===== src/rtl/uart_transmitter.sv =====
// 8N1 UART transmitter: sends a latched 32-bit word as four byte frames, LSB byte first,
// pulsing dataOver after the last stop bit so the data memory can advance its read pointer.
module uart_transmitter #(
    parameter int unsigned CLKS_PER_BIT = 868
) (
    input  logic        clk,
    input  logic        rst,
    input  logic        TxD_start,
    input  logic [31:0] dataIn,
    output logic        dataOver,
    output logic        dataOut
);

    localparam int unsigned CntW = (CLKS_PER_BIT > 1) ? $clog2(CLKS_PER_BIT) : 1;
    localparam logic [CntW-1:0] BaudMax = CntW'(CLKS_PER_BIT - 1);

    localparam logic [2:0] StIdle  = 3'd0;
    localparam logic [2:0] StStart = 3'd1;
    localparam logic [2:0] StData  = 3'd2;
    localparam logic [2:0] StStop  = 3'd3;
    localparam logic [2:0] StDone  = 3'd4;

    logic [2:0]      state_q, state_d;
    logic [CntW-1:0] baud_q, baud_d;
    logic [2:0]      bit_q, bit_d;
    logic [1:0]      byte_q, byte_d;
    logic [31:0]     word_q, word_d;
    logic            tx_q, tx_d;
    logic            over_q, over_d;
    logic            baud_done;

    assign baud_done = (baud_q == BaudMax);

    // The line value for the next cycle is decided here, so dataOut is a pure register output.
    always_comb begin
        state_d = state_q;
        baud_d  = baud_q;
        bit_d   = bit_q;
        byte_d  = byte_q;
        word_d  = word_q;
        tx_d    = tx_q;
        over_d  = 1'b0;
        case (state_q)
            StIdle: begin
                tx_d   = 1'b1;
                baud_d = '0;
                if (TxD_start) begin
                    word_d  = dataIn;
                    byte_d  = 2'd0;
                    bit_d   = 3'd0;
                    state_d = StStart;
                    tx_d    = 1'b0;
                end
            end
            StStart: begin
                if (baud_done) begin
                    baud_d  = '0;
                    bit_d   = 3'd0;
                    state_d = StData;
                    tx_d    = word_q[{byte_q, 3'd0}];
                end else begin
                    baud_d = baud_q + 1'b1;
                end
            end
            StData: begin
                if (baud_done) begin
                    baud_d = '0;
                    if (bit_q == 3'd7) begin
                        state_d = StStop;
                        tx_d    = 1'b1;
                    end else begin
                        bit_d = bit_q + 3'd1;
                        tx_d  = word_q[{byte_q, bit_q + 3'd1}];
                    end
                end else begin
                    baud_d = baud_q + 1'b1;
                end
            end
            StStop: begin
                if (baud_done) begin
                    baud_d = '0;
                    if (byte_q == 2'd3) begin
                        state_d = StDone;
                        tx_d    = 1'b1;
                        over_d  = 1'b1;
                    end else begin
                        byte_d  = byte_q + 2'd1;
                        state_d = StStart;
                        tx_d    = 1'b0;
                    end
                end else begin
                    baud_d = baud_q + 1'b1;
                end
            end
            StDone: begin
                state_d = StIdle;
                tx_d    = 1'b1;
            end
            default: begin
                state_d = StIdle;
                tx_d    = 1'b1;
            end
        endcase
    end

    always_ff @(posedge clk or negedge rst) begin
        if (!rst) begin
            state_q <= StIdle;
            baud_q  <= '0;
            bit_q   <= 3'd0;
            byte_q  <= 2'd0;
            word_q  <= 32'd0;
            tx_q    <= 1'b1;
            over_q  <= 1'b0;
        end else begin
            state_q <= state_d;
            baud_q  <= baud_d;
            bit_q   <= bit_d;
            byte_q  <= byte_d;
            word_q  <= word_d;
            tx_q    <= tx_d;
            over_q  <= over_d;
        end
    end

    assign dataOut  = tx_q;
    assign dataOver = over_q;

endmodule


===== config.mk =====
export PLATFORM = sky130hd
export DESIGN_NAME = uart_transmitter
export DESIGN_NICKNAME = d
export VERILOG_FILES = /design/src/rtl/uart_transmitter.sv
export SDC_FILE = /design/constraint.sdc
export NUM_CORES = 1
export LEC_CHECK = 0
export CAP_MARGIN = 20
export CELL_PAD_IN_SITES_DETAIL_PLACEMENT = 0
export CELL_PAD_IN_SITES_GLOBAL_PLACEMENT = 1
export CORE_ASPECT_RATIO = 1.2
export CORE_MARGIN = 1.5
export CORE_UTILIZATION = 31
export CTS_BUF_LIST = sky130_fd_sc_hd__clkbuf_2
export DETAILED_ROUTE_END_ITERATION = 8
export PLACE_DENSITY_LB_ADDON = 0.1
export SYNTH_ARGS = -nofsm -noshare
export SYNTH_HDL_FRONTEND = slang
export SYNTH_SLANG_ARGS = --single-unit

===== constraint.sdc =====
create_clock -name clk -period 2 [get_ports clk]
set_clock_uncertainty 0.15 [all_clocks]
set_input_delay 0.5 -clock clk [delete_from_list [all_inputs] [get_ports clk]]
set_output_delay 0.5 -clock clk [all_outputs]
set_load 0.03 [all_outputs]

==> summary.md <==
| Metric | Value |
|---|---|
| Worst relative slew slack | `68.7%` |
| Max Cap Violations | `0` |
| Antenna violation net count after detailed routing | `0` |
| Crit start category | `flop` |
| CP arrival | `2320 ps` |
| Num rows | `36` |
| Synth cell types | `46` |
| Initial core utilization | `32.1%` |
| Yosys reg bits | `52` |
| Status | `finished with violations` |
| Hold Worst Slack | `363 ps` |
| Final std cells w/o fill | `382` |
| Avg Cell Area, Syn | `12.6 µm²` |
| Final HPWL DP | `4060 µm` |
| Gp weighted congestion | `0.742` |
| Worst skew pair latency | `420 ps` |
| Initial antenna violation count | `0` |
| Final Hold Fails | `0` |
| CORE AREA | `0.00820 mm²` |
| Syn Inst Count | `209` |
| Violated checks | `setup timing` |
| IO Port Bufs | `36` |
| Ys Warns | `0` |
| Max FO, Critical Path | `3` |
| Setup CP Type | `flop to flop` |
| Data required time of the worst path | `2190 ps` |
| Share of layout cells above drive strength 1 | `29.5%` |
| Iteration-0 DRC Markers | `83` |
| Reg2reg start | `bit_q[0]` |
| Grt total ovfl | `0` |
| P_leak | `0.00148 µW` |
| Main synth FF type | `dfrtp_1` |
| Peak supply drop | `0.266 mV` |
| CTS tree | `yes` |
| Syn_nets | `248` |
| CTS clk-pin slew, worst paths | `260 ps` |
| Total power | `2410 µW` |
| Worst hold-check path type | `primary input to async pin` |
| Inserted Clock Buffers | `5` |
| Fillers | `811` |
| EDFF count, synth | `0` |
| Slowest-stage cell, CP | `dfrtp_1` |
| Most frequent cells in the layout | `dfrtp_1, clkdlybuf4s50_1, buf_4` |
| Placed cell count | `368` |
| # H-tree levels | `2` |
| Die ar. | `0.00905 mm²` |
| Setup ws final | `-125 ps` |
| Commonest non-fill, non-tap cell in the layout | `dfrtp_1` |
| CP top delay family | `compound AO/OA/AOI/OAI gates` |
| Max incr delay on CP | `470 ps` |
| Clock Path Buffers | `2` |
| Via-to-Cell Ratio | `4.78` |
| Post-DP Area | `0.00328 mm²` |
| Actual slew at the worst max-slew pin | `469 ps` |
| WL final | `5580 µm` |
| # diodes | `0` |
| Via count | `1,827` |
| Upper clock frequency limit | `0.471 GHz` |
| Cell Pwr Density | `693 mW/mm²` |
| Critical Path Sink Type | `flop` |
| Num ports | `37` |
| Storage cell area | `0.00130 mm²` |
| Final Max Tran Viols | `0` |
| Net count, final | `307` |
| WL per Instance | `14.6 µm` |
| Crit-path cells | `ha_4 -> ha_4 -> or3b_1 -> a2111o_1 -> a21oi_2 -> buf_4 -> o2bb2ai_2` |
| Post-synthesis sequential area ratio | `49.5%` |
| RSZ-0062 raised after global routing | `yes` |
| Die W | `87.1 µm` |
| Area of the multi-input gates | `0.00131 mm²` |
| Synthesized cell area | `0.00263 mm²` |
| Drt first pass iters | `4` |
| All-Layer GR Usage | `13.1%` |
| Crit. Startpoint | `bit_q[0]` |
| Final Cell Area | `0.00347 mm²` |
| Root buffer cell | `clkbuf_2` |
| Area growth from synthesis to layout | `32.0%` |
| Clk sink count | `52` |
| First-pass GRT wire length | `9320 µm` |
| Vias in the first global route | `1,876` |
| Most frequent cell on the critical path | `ha_4` |
| Final core occ | `42.3%` |
| Largest net degree at the start of global routing | `35` |
| Die height | `104 µm` |
| Post-synth ARST share | `100%` |
| Fin crit period | `2120 ps` |
| Tcrit/Tclk final | `106%` |
| Remaining DRCs | `0` |
| Setup violations, final | `4` |
| Buffers plus inverters on the worst setup path | `1` |
[state kept, by name, indices dropped and copies added, names as in the netlist]
name      count
word_q       32
bit_q         3
state_q       3
dataOver      1
byte_q        2
baud_q       10
dataOut       1
[cells by family (layout without fill, tap and decap cells)]
family          Yosys count  after routing  synth area share, %
compound gates           25             25                 6.99
xor+xnor                  7              7                 2.33
fa+ha+maj                 4              4                 1.90
buf+inv                  17             76                 2.85
flops                    52             52                 49.5
mux                      47             47                 23.2
simple gates             57             57                 13.2
[area by class of cell]
| type | instances | area share [%] |
|---|---|---|
| clock buffer | 5 | 0.721 |
| clock inverter | 2 | 1.73 |
| inverter | 6 | 0.649 |
| multi-input combinational | 140 | 37.7 |
| sequential | 52 | 37.6 |
| tap | 114 | 4.11 |
| timing repair buffer | 63 | 17.5 |
[through the flow]
stage	worst slack, ps	TNS (ps)
global placement	-207	-4320
CTS	-102	-264
global route	-215	-753
floorplan	-0.474	-0.474
finish	-125	-383
detailed placement	-196	-4800
[final timing paths]
path | endpoint | slack (ps) | cells past startpoint
max in group asynchronous | word_q[17] | 850 | 3
max | bit_q[1] | -120 | 7
min | byte_q[1] | 360 | 2
min in group clk | word_q[15] | 370 | 1
min reg2reg | word_q[15] | 370 | 1
max reg2reg | bit_q[1] | -120 | 7
[what timing repair did]
| action | CTS | global route |
|---|---|---|
| endpoints found under the setup margin | 7 | 6 |
| gates cloned | 0 | 0 |
| pin swaps | 3 | 2 |
| buffers inserted | 1 | 5 |
| hold endpoints to repair | 14 | 0 |
| hold buffers | 1 | 0 |
| gates resized for setup | 5 | 8 |
[worst reg2reg max path, stage by stage, from the launching register on]
cell and delay (ps):
dfrtp_1 470, ha_4 180, ha_4 150, or3b_1 350, a2111o_1 380, a21oi_2 190
buf_4 140, o2bb2ai_2 40
[power by group]
| part | switching [µW] | internal [µW] | total [µW] | leakage [µW] |
|---|---|---|---|---|
| registers | 109 | 1190 | 1300 | 0.000650 |
| logic | 162 | 277 | 440 | 0.000776 |
| clock network | 335 | 329 | 664 | 0.0000490 |
[Yosys cell counts (all sizes together), types with 2 or more instances]
master | n | area share [%]
o21ai | 8 | 1.5
nand2b | 4 | 0.95
mux2i | 7 | 2.7
inv | 6 | 0.86
nand2 | 11 | 1.6
dfrtp | 51 | 49
o2bb2ai | 2 | 0.67
a21oi | 3 | 0.71
buf | 8 | 1.5
xor2 | 2 | 0.67
nor2b | 2 | 0.48
a311oi | 2 | 0.67
mux4 | 8 | 6.9
o2111ai | 2 | 0.67
clkbuf | 3 | 0.48
and3 | 7 | 1.7
nand3 | 4 | 0.76
mux2 | 32 | 14
ha | 4 | 1.9
or3b | 2 | 0.67
xnor2 | 5 | 1.7
nor2 | 12 | 1.7
nor3 | 6 | 1.6
nand3b | 2 | 0.57
[metal layers]
metal | track usage (%) | share of wire (%)
met1 | 17.8 | 47
met2 | 21.2 | 49
met3 | 2.62 | 2.8
met4 | 3.46 | 0.63
met5 | 0 | 0
Power figures use the tool's default switching activity.
